===== src/rtl/gba_loader_pkg.sv =====
// Shared types for the GBA ROM loader: FSM states, FIFO entry layout and byte-mask helper.
package gba_loader_pkg;

   localparam int         WORD_ADDR_W = 23;
   localparam logic [7:0] BIOS_INDEX  = 8'd0;
   localparam logic [3:0] BE_LO       = 4'h3;
   localparam logic [3:0] BE_HI       = 4'hC;
   localparam logic [3:0] BE_ALL      = 4'hF;

   typedef enum logic [1:0] {
      IDLE  = 2'd0,
      LOAD  = 2'd1,
      FLUSH = 2'd2,
      HOLD  = 2'd3
   } state_e;

   typedef struct packed {
      logic                   sel;
      logic [WORD_ADDR_W-1:0] addr;
      logic [31:0]            data;
      logic [3:0]             be;
   } fifo_entry_t;

   function automatic logic [31:0] bytemask(input logic [3:0] be);
      return {{8{be[3]}}, {8{be[2]}}, {8{be[1]}}, {8{be[0]}}};
   endfunction

endpackage


===== src/rtl/gba_loader_fifo.sv =====
// Synchronous FIFO of packed word writes; head entry is read straight from the storage registers.
module gba_loader_fifo
   import gba_loader_pkg::*;
#(
   parameter int DEPTH = 4
) (
   input  logic                     clk_i,
   input  logic                     rst_ni,
   input  logic                     push_i,
   input  fifo_entry_t              push_data_i,
   input  logic                     pop_i,
   output fifo_entry_t              head_o,
   output logic [$clog2(DEPTH):0]   count_o,
   output logic                     full_o,
   output logic                     empty_o
);

   localparam int                PTR_W    = $clog2(DEPTH);
   localparam logic [PTR_W:0]    FULL_CNT = (PTR_W+1)'(DEPTH);

   fifo_entry_t      mem_q [DEPTH];
   logic [PTR_W-1:0] wr_ptr_q, rd_ptr_q;
   logic [PTR_W:0]   count_q;
   logic             do_push, do_pop;

   // A pop on a full FIFO frees the slot for a same-cycle push.
   assign do_pop  = pop_i && (count_q != '0);
   assign do_push = push_i && ((count_q != FULL_CNT) || do_pop);

   always_ff @(posedge clk_i or negedge rst_ni) begin
      if (!rst_ni) begin
         for (int i = 0; i < DEPTH; i++) mem_q[i] <= '0;
         wr_ptr_q <= '0;
         rd_ptr_q <= '0;
         count_q  <= '0;
      end else begin
         if (do_push) begin
            mem_q[wr_ptr_q] <= push_data_i;
            wr_ptr_q        <= wr_ptr_q + 1'b1;
         end
         if (do_pop) rd_ptr_q <= rd_ptr_q + 1'b1;
         if (do_push && !do_pop)      count_q <= count_q + 1'b1;
         else if (do_pop && !do_push) count_q <= count_q - 1'b1;
      end
   end

   assign head_o  = mem_q[rd_ptr_q];
   assign count_o = count_q;
   assign full_o  = (count_q == FULL_CNT);
   assign empty_o = (count_q == '0);

endmodule


===== src/rtl/gba_rom_loader.sv =====
// Packs the 16-bit hps_io download stream into 32-bit BIOS/cart writes and sequences the GBA reset.
// Optional running cart checksum is built when GBA_LOADER_CHECKSUM_EN is defined.
module gba_rom_loader
   import gba_loader_pkg::*;
#(
   parameter int ADDR_W     = WORD_ADDR_W,
   parameter int FIFO_DEPTH = 4,
   parameter int RESET_HOLD = 255
) (
   input  logic              clk_sys,
   input  logic              reset_n,
   input  logic              ioctl_download,
   input  logic [7:0]        ioctl_index,
   input  logic              ioctl_wr,
   input  logic [24:0]       ioctl_addr,
   input  logic [15:0]       ioctl_dout,
   output logic              ioctl_wait,
   output logic              mem_req,
   input  logic              mem_ready,
   output logic              mem_sel,
   output logic [ADDR_W-1:0] mem_addr,
   output logic [31:0]       mem_data,
   output logic [3:0]        mem_be,
   output logic [ADDR_W:0]   cart_words,
   output logic              overflow,
   output logic              busy,
   output logic              core_reset,
   output logic [31:0]       checksum,
   output state_e            dbg_state
);

   localparam int              CNT_W     = $clog2(FIFO_DEPTH) + 1;
   localparam logic [CNT_W-1:0] WAIT_LVL  = CNT_W'(FIFO_DEPTH - 1);
   localparam int              HOLD_W    = $clog2(RESET_HOLD + 1);
   localparam logic [HOLD_W-1:0] HOLD_LAST = HOLD_W'(RESET_HOLD - 1);

   state_e            state_q, state_d;
   logic              dl_q, dl_rise, load_entry;
   logic [HOLD_W-1:0] hold_cnt_q, hold_cnt_d;
   logic              done_q, done_d;
   fifo_entry_t       half_q, half_d, stage_q, stage_d, head;
   logic              half_vld_q, half_vld_d, stage_vld_q, stage_vld_d;
   logic              wait_q, overflow_q;
   logic [ADDR_W:0]   cart_words_q;
   logic [CNT_W-1:0]  fifo_count;
   logic              fifo_full, fifo_empty, pop, drop, drained;
   logic              accept, same_word, half_is_low, wr_sel;
   logic [WORD_ADDR_W-1:0] wr_addr;
   logic              unused_bits;

   assign unused_bits = ioctl_addr[0];

   gba_loader_fifo #(.DEPTH(FIFO_DEPTH)) u_fifo (
      .clk_i       (clk_sys),
      .rst_ni      (reset_n),
      .push_i      (stage_vld_q),
      .push_data_i (stage_q),
      .pop_i       (pop),
      .head_o      (head),
      .count_o     (fifo_count),
      .full_o      (fifo_full),
      .empty_o     (fifo_empty)
   );

   assign pop     = !fifo_empty && mem_ready;
   assign drop    = stage_vld_q && fifo_full && !pop;
   assign drained = !half_vld_q && !stage_vld_q && fifo_empty;
   assign dl_rise = ioctl_download && !dl_q;

   always_comb begin
      state_d    = state_q;
      hold_cnt_d = hold_cnt_q;
      done_d     = done_q;
      load_entry = 1'b0;
      case (state_q)
         IDLE: if (dl_rise) begin
            state_d    = LOAD;
            load_entry = 1'b1;
         end
         LOAD: if (!ioctl_download) state_d = FLUSH;
         // Download was low on entry, so a high level here is a fresh request.
         FLUSH: if (drained) begin
            if (ioctl_download) begin
               state_d    = LOAD;
               load_entry = 1'b1;
            end else begin
               state_d    = HOLD;
               hold_cnt_d = '0;
            end
         end
         HOLD: begin
            if (dl_rise) begin
               state_d    = LOAD;
               load_entry = 1'b1;
            end else if (hold_cnt_q == HOLD_LAST) begin
               state_d = IDLE;
               done_d  = 1'b1;
            end else begin
               hold_cnt_d = hold_cnt_q + 1'b1;
            end
         end
         default: state_d = IDLE;
      endcase
   end

   // Half-register packing: at most one entry enters the stage register per cycle.
   assign wr_addr     = ioctl_addr[24:2];
   assign wr_sel      = (ioctl_index != BIOS_INDEX);
   assign accept      = ioctl_wr && (state_q == LOAD);
   assign same_word   = half_vld_q && (half_q.addr == wr_addr);
   assign half_is_low = (half_q.be == BE_LO);

   always_comb begin
      half_d      = half_q;
      half_vld_d  = half_vld_q;
      stage_d     = stage_q;
      stage_vld_d = 1'b0;
      if (accept) begin
         if (!ioctl_addr[1]) begin
            if (half_vld_q && (!same_word || !half_is_low)) begin
               stage_d     = half_q;
               stage_vld_d = 1'b1;
            end
            half_d     = '{sel: wr_sel, addr: wr_addr, data: {16'h0, ioctl_dout}, be: BE_LO};
            half_vld_d = 1'b1;
         end else if (same_word && half_is_low) begin
            stage_d             = half_q;
            stage_d.data[31:16] = ioctl_dout;
            stage_d.be          = BE_ALL;
            stage_vld_d         = 1'b1;
            half_vld_d          = 1'b0;
         end else if (half_vld_q) begin
            // Orphan high half is parked and sent on the following cycle.
            stage_d     = half_q;
            stage_vld_d = 1'b1;
            half_d      = '{sel: wr_sel, addr: wr_addr, data: {ioctl_dout, 16'h0}, be: BE_HI};
            half_vld_d  = 1'b1;
         end else begin
            stage_d     = '{sel: wr_sel, addr: wr_addr, data: {ioctl_dout, 16'h0}, be: BE_HI};
            stage_vld_d = 1'b1;
         end
      end else if (half_vld_q && (!half_is_low || state_q == FLUSH)) begin
         stage_d     = half_q;
         stage_vld_d = 1'b1;
         half_vld_d  = 1'b0;
      end
   end

   always_ff @(posedge clk_sys or negedge reset_n) begin
      if (!reset_n) begin
         state_q      <= IDLE;
         dl_q         <= 1'b0;
         hold_cnt_q   <= '0;
         done_q       <= 1'b0;
         half_q       <= '0;
         half_vld_q   <= 1'b0;
         stage_q      <= '0;
         stage_vld_q  <= 1'b0;
         wait_q       <= 1'b0;
         overflow_q   <= 1'b0;
         cart_words_q <= '0;
      end else begin
         state_q     <= state_d;
         dl_q        <= ioctl_download;
         hold_cnt_q  <= hold_cnt_d;
         done_q      <= done_d;
         half_q      <= half_d;
         half_vld_q  <= half_vld_d;
         stage_q     <= stage_d;
         stage_vld_q <= stage_vld_d;
         wait_q      <= (fifo_count >= WAIT_LVL) || ((state_q == FLUSH) && half_vld_q);
         if (load_entry) begin
            overflow_q   <= 1'b0;
            cart_words_q <= '0;
         end else begin
            if (drop) overflow_q <= 1'b1;
            if (pop && head.sel && (cart_words_q != '1)) cart_words_q <= cart_words_q + 1'b1;
         end
      end
   end

`ifdef GBA_LOADER_CHECKSUM_EN
   logic [31:0] checksum_q;

   always_ff @(posedge clk_sys or negedge reset_n) begin
      if (!reset_n)                checksum_q <= '0;
      else if (load_entry)         checksum_q <= '0;
      else if (pop && head.sel)    checksum_q <= checksum_q + (head.data & bytemask(head.be));
   end

   assign checksum = checksum_q;
`else
   assign checksum = '0;
`endif

   assign ioctl_wait = wait_q;
   assign mem_req    = !fifo_empty;
   assign mem_sel    = head.sel;
   assign mem_addr   = head.addr;
   assign mem_data   = head.data;
   assign mem_be     = head.be;
   assign cart_words = cart_words_q;
   assign overflow   = overflow_q;
   assign busy       = (state_q != IDLE);
   assign core_reset = !((state_q == IDLE) && done_q);
   assign dbg_state  = state_q;

endmodule


===== config.mk =====
export PLATFORM = sky130hd
export DESIGN_NAME = gba_rom_loader
export DESIGN_NICKNAME = d
export VERILOG_FILES = /design/src/rtl/gba_loader_pkg.sv /design/src/rtl/gba_loader_fifo.sv /design/src/rtl/gba_rom_loader.sv
export SDC_FILE = /design/constraint.sdc
export NUM_CORES = 1
export LEC_CHECK = 0
export CAP_MARGIN = 10
export CORE_MARGIN = 4
export CORE_UTILIZATION = 25
export CTS_BUF_LIST = sky130_fd_sc_hd__clkbuf_8
export CTS_CLUSTER_DIAMETER = 100
export DETAILED_ROUTE_END_ITERATION = 10
export PLACE_DENSITY = 0.44
export SLEW_MARGIN = 30
export SYNTH_ARGS = -nofsm -noshare
export SYNTH_HDL_FRONTEND = slang
export SYNTH_SLANG_ARGS = --single-unit
export TNS_END_PERCENT = 30

===== constraint.sdc =====
create_clock -name clk_sys -period 2.45 [get_ports clk_sys]
set_input_delay 0.49 -clock clk_sys [delete_from_list [all_inputs] [get_ports clk_sys]]
set_output_delay 0.49 -clock clk_sys [all_outputs]
set_load 0.05 [all_outputs]

== Word level (Yosys, flattened, before mapping) ==
Index checks and enable logic that the tools add are counted.

* Register bits: 407
* Latch bits: 0
* Bits in writable memories: 0
* ROM bits: 0
* Bits of input ports: 54
* Output and inout port bits: 123
* Word-level logic and storage cells: 164
* Memories: 0

* $add $sub $neg: 6
* Multiply operators: 0
* Divide/modulo/power cells: 0
* Order comparisons: 4
* Equality and inequality tests: 19
* Shift operators: 0
* Multiplexer cells: 46
* Bitwise logic cells: 3
* Reduce and logical (&&, ||, !) cells: 50

{| class="wikitable"
|+ Operator list
! kind !! number
|-
| $mux W60 || 12
|-
| $bwmux W240 || 1
|-
| $bmux W60 S2 || 1
|-
| $demux W60 S2 || 1
|-
| $mux W24 || 2
|-
| $mux W8 || 4
|-
| $add A24 B1 Y24 const B || 1
|-
| $ne A24 B24 Y1 const B || 1
|-
| $eq A23 B23 Y1 || 1
|-
| $logic_and A1 B1 Y1 || 20
|-
| $pmux W8 S2 || 1
|-
| $mux W1 || 14
|-
| $ne A2 B2 Y1 const B || 7
|-
| $mux W2 || 6
|-
| $reduce_bool A2 Y1 || 6
|-
| $logic_not A1 Y1 || 10
|-
| $add A8 B1 Y8 const B || 1
|-
| $eq A8 B8 Y1 const B || 1
|-
| $pmux W2 S4 || 1
|-
| $reduce_bool A8 Y1 || 1
|-
| $ge A3 B3 Y1 const B || 2
|-
| $mux W3 || 2
|-
| $ne A3 B3 Y1 const B || 2
|-
| $not A2 Y3 || 2
|-
| other kinds (22) || 28
|}

== Longest topological paths before layout ==
* Depth in word-level cells: 10
* Gate-level depth with buffers: 11
* Gate-level depth less buffers: 8

== Cells and area by module ==
From an unflattened synthesis, not the netlist that was laid out.

* Cells, all modules: 1377
* Area total of the unflattened synthesis: 19698.9 sq um

{| class="wikitable"
|+ By module, submodules not included
! module !! times used !! cells each !! area each (sq um) !! sequential area each (sq um)
|-
| gba_loader_fifo || 1 || 618 || 12022.8 || 6180.9
|-
| gba_rom_loader || 1 || 759 || 7676.1 || 3903.7
|}

== Worst setup path before layout ==
No wires, ideal clock.

* Path type: register to output
* From: register u_fifo.rd_ptr_q[0]
* To: output mem_addr[15]
* Arrival time: 2.016 ns
* Required time: 1.960 ns
* Path slack: -0.056 ns
* Stages on the path, launching flop included: 5
* Path buffers: 3
* Cells stage by stage: dfrtp_1 > buf_2 > clkbuf_1 > buf_2 > mux4_2

* Longest elaborated chain between the ends: 4

{| class="wikitable"
|+ Ends and longest elaborated chain
! what !! line !! source
|-
| start, declared || gba_loader_fifo.sv:22 || <nowiki>logic [PTR_W-1:0] wr_ptr_q, rd_ptr_q;</nowiki>
|-
| start signal, assigned || gba_loader_fifo.sv:41 || <nowiki>if (do_pop) rd_ptr_q <= rd_ptr_q + 1'b1;</nowiki>
|-
| $not A2 Y3 (implied by the code) || gba_loader_fifo.sv:47 || <nowiki>assign head_o = mem_q[rd_ptr_q];</nowiki>
|-
| $bmux W60 S2 || gba_loader_fifo.sv:47 ||
|-
| $mux W60 (implied by the code) (2 in a row) || gba_loader_fifo.sv:47 ||
|-
| end, declared || gba_rom_loader.sv:21 || <nowiki>output logic [ADDR_W-1:0] mem_addr,</nowiki>
|}

No other way between the ends. The select of a mux whose other input is x is not followed.

== Worst setup path in the final report ==
* From: register u_fifo.rd_ptr_q[0]
* To: output mem_be[0]

* Longest elaborated chain between the ends: 4

{| class="wikitable"
|+ Ends and longest elaborated chain
! what !! line !! source
|-
| $not A2 Y3 (implied by the code) || gba_loader_fifo.sv:47 ||
|-
| $bmux W60 S2 || gba_loader_fifo.sv:47 ||
|-
| $mux W60 (implied by the code) (2 in a row) || gba_loader_fifo.sv:47 ||
|-
| end, declared || gba_rom_loader.sv:23 || <nowiki>output logic [3:0] mem_be,</nowiki>
|}

No other way between the ends. The select of a mux whose other input is x is not followed.

==> results.md <==
* Crit. End Element: output pin
* RSZ-0062 raised after global routing: yes
* R2R setup slack at roughly 0.11 ns
* Worst VDD drop at 662 µV
* WL final at 48800 µm
* Largest net degree at the start of global routing at between 80 and 90
* Initial Util at 0.254
* CTS H-tree lvls at 3
* Adder-Cell Fraction of Synth Area at 0.0102
* IO Pins at ~180
* Die X at 276 µm
* Critical Path AT at 2.20 ns
* Synthesis Warnings at 0
* Core ar. at 0.0705 mm²
* Worst path required time at 1.96 ns
* Number of global-route vias before repair at 12200
* Max-slew violations at 0
* Max-cap viol count at 0
* Synth Cell Area at 0.0179 mm²
* Layout Area Growth over Synthesis at 27.9%
* Distinct cells, synth at 54
* RR Startpoint: u_fifo.rd_ptr_q[0]
* Clock sink count at 395
* Cts bufs inserted at 71
* Reg2reg end: cart_words[10]
* Power Dens Cells at 1280 mW/mm²
* DP Area at 0.0210 mm²
* EDFF count, synth at 0
* Total gr overflow at 0
* Storage cell area at 0.00989 mm²
* Die H at 276 µm
* Worst-path cell chain: buf_16 > mux4_2 > buf_4
* DRT iter0 DRCs at 659
* Final antenna-violating net count at 0
* Core Util, Final at 0.325
* Crit start category: flip-flop
* Vias/cell at 4.45
* Hold crit path type: in -> async
* Worst Slack Setup Final at -0.244 ns
* Worst-path clk slew at 0.06 ns
* Fmax at 371 MHz
* Routability cong. at 0.721
* Core Rows at 97
* Synth Area in Simple Gates at 0.0623
* DP Wirelength at 31800 µm
* Pre-CTS setup slack at -0.548 ns
* FILL cells at 7023
* Share of synthesized registers carrying an async set or reset at 1.00
* Worst hold slack at 0.401 ns
* First-pass GRT wire length at between 70000 and 80000 µm
* Share of layout cells above drive strength 1 at 0.372
* Mux cell area share after synthesis at 0.258
* Status: complete, but fails checks
* Min Tclk post-route at roughly 2.7 ns
* Largest fanout on the critical path at 17
* Final cycle utilization of the critical path at 1.10
* # nets final at approximately 1600
* CTS tree: yes
* Post-synthesis compound-gate area fraction at 0.0561
* Sequential element share of the synthesized area at 0.553
* Multi-input logic area at 0.00754 mm²
* CP peak stage delay at 0.59 ns
* CTS max path bufs at 3
* Synth Area in XOR/XNOR at 0.0250
* Max transition margin at 0.630
* Post-route cell area at 0.0229 mm²
* First drt pass iteration count at 5
* Syn Inst Count at between 1000 and 1500
* Clock skew at 0.0246 ns
* Mean area per synthesized cell at 13.5 µm²
* Reg2Reg Depth at 7
* Via count at 11400
* Crit-path slowest cell: mux4_2
* Root Buffer: clkbuf_8
* Gr usage total at 0.130
* Worst-margin pin slew at roughly 0.55 ns
* Port Buffers at 143
* Static Leakage at between 10 and 15 nW
* Failing checks: setup timing
* Setup violations, final at 60
* Most used DFF post-synth: dfrtp_1
* Initial antenna violation count at 7
* Largest family of logic cells by synthesized area: multiplexers
* DRC viols at 0
* #FFs+latches synth at 395
* Final hold viol count at 0
* Clk_lat worst skew at 0.63 ns
* Routed WL per cell at 19.1 µm
* Critical setup path kind: reg -> out
* Die area at 0.0759 mm²
stage by stage:
stage	TNS, ns	instances	total power [W]
final	-11.16	2558	0.0294
after global routing	-16.66	2555	0.0313
after CTS	-16.41	2553	0.0300
after detailed placement	-74.97	2421	0.0227
after global placement	-79.70	2421	0.0225
after floorplan	0	1357	0.0184
layout make-up:
class                      count  area share
antenna                        4    0.000437
timing repair buffer         242       0.124
tap                          940      0.0514
sequential                   395       0.432
multi-input combinational    836       0.329
inverter                      16     0.00262
clock buffer                  86      0.0517
clock inverter                39     0.00858
logic make-up after synthesis:
| kind of cell | Yosys count |
|---|---|
| AO/OA/AOI/OAI | 152 |
| XOR/XNOR | 51 |
| adder cells (fa/ha/maj) | 14 |
| buffers and inverters | 126 |
| flip-flops | 395 |
| multiplexers | 356 |
| other | 1 |
| AND/OR/NAND/NOR | 231 |
power breakdown:
part	internal [W]	switching, W	leakage (nW)
sequential	0.00889	0.00167	5.19
combinational	0.00586	0.00691	4.67
clock	0.00328	0.00279	0.811
cell usage in the layout, fill, tap and decap left out, types with 12 or more instances in the layout:
| master | count |
|---|---|
| a221oi_1 | 16 |
| clkbuf_8 | 86 |
| clkdlybuf4s50_1 | 69 |
| buf_6 | 58 |
| mux2i_1 | 41 |
| ha_1 | 12 |
| nor2_1 | 36 |
| a21oi_1 | 16 |
| nand2_1 | 111 |
| o21ai_0 | 70 |
| xnor2_1 | 22 |
| conb_1 | 32 |
| buf_4 | 59 |
| mux4_2 | 58 |
| xor2_1 | 29 |
| dfrtp_1 | 393 |
| buf_12 | 35 |
| nand4_1 | 34 |
| mux2_2 | 257 |
| a22o_1 | 32 |
| inv_1 | 42 |
registers in the layout (all words and copies together), names as in the netlist, 2 cells and up:
register         cells
cart_words          24
hold_cnt_q           8
half_q              58
u_fifo.wr_ptr_q      2
stage_q             58
u_fifo.rd_ptr_q      2
u_fifo.mem_q       232
dbg_state            2
u_fifo.count_o       3
critical path: cells and delay by family (launching register included):
family / cells / cell delay (ns)
flops: 1 / 0.52
buf+inv: 2 / 0.44
mux: 1 / 0.59
per-layer routing:
metal | vias to the layer above | track usage | wire length [µm]
li1 | 5255 | - | -
met1 | 5830 | 0.176 | 22200
met2 | 224 | 0.207 | 22900
met3 | 69 | 0.0288 | 2560
met4 | 8 | 0.0437 | 1010
met5 | - | 0 | 57
how the worst max path moves through the flow:
stage	from	end	slack, ns	cells after the start
final	u_fifo.rd_ptr_q[0]	mem_be[0]	-0.24	3
after global routing	u_fifo.rd_ptr_q[0]	mem_be[0]	-0.34	3
after CTS	u_fifo.rd_ptr_q[0]	mem_data[1]	-0.33	4
after detailed placement	ioctl_addr[2]	stage_q[33]	-0.55	9
after global placement	ioctl_addr[2]	stage_q[33]	-0.58	9
after floorplan	dbg_state[0]	stage_q[25]	0.03	8
synth_stat cells (5+ instances only):
cell,n,area (µm²)
buf_4,37,278
dfrtp_1,395,9880
xnor2_1,22,193
buf_2,25,125
mux4_2,58,1310
xor2_1,29,254
nor2_1,36,135
o21ai_0,70,350
or3_1,7,43.8
ha_1,13,163
a22o_1,32,280
inv_1,16,60.1
mux2i_1,41,410
nand4_1,34,213
buf_1,5,18.8
clkbuf_1,43,161
a221oi_1,16,140
mux2_2,257,2890
nand3_1,7,35.0
a21oi_1,16,80.1
and3_1,8,50.1
nand2_1,116,435
what timing repair did:
action,CTS,global route
cloned,4,1
gates resized for setup,76,7
endpoints found under the hold margin,40,0
setup buffers,2,0
hold buffers,1,0
endpoints found under the setup margin,69,73
pin swaps,0,1
Power figures use the tool's default switching activity.
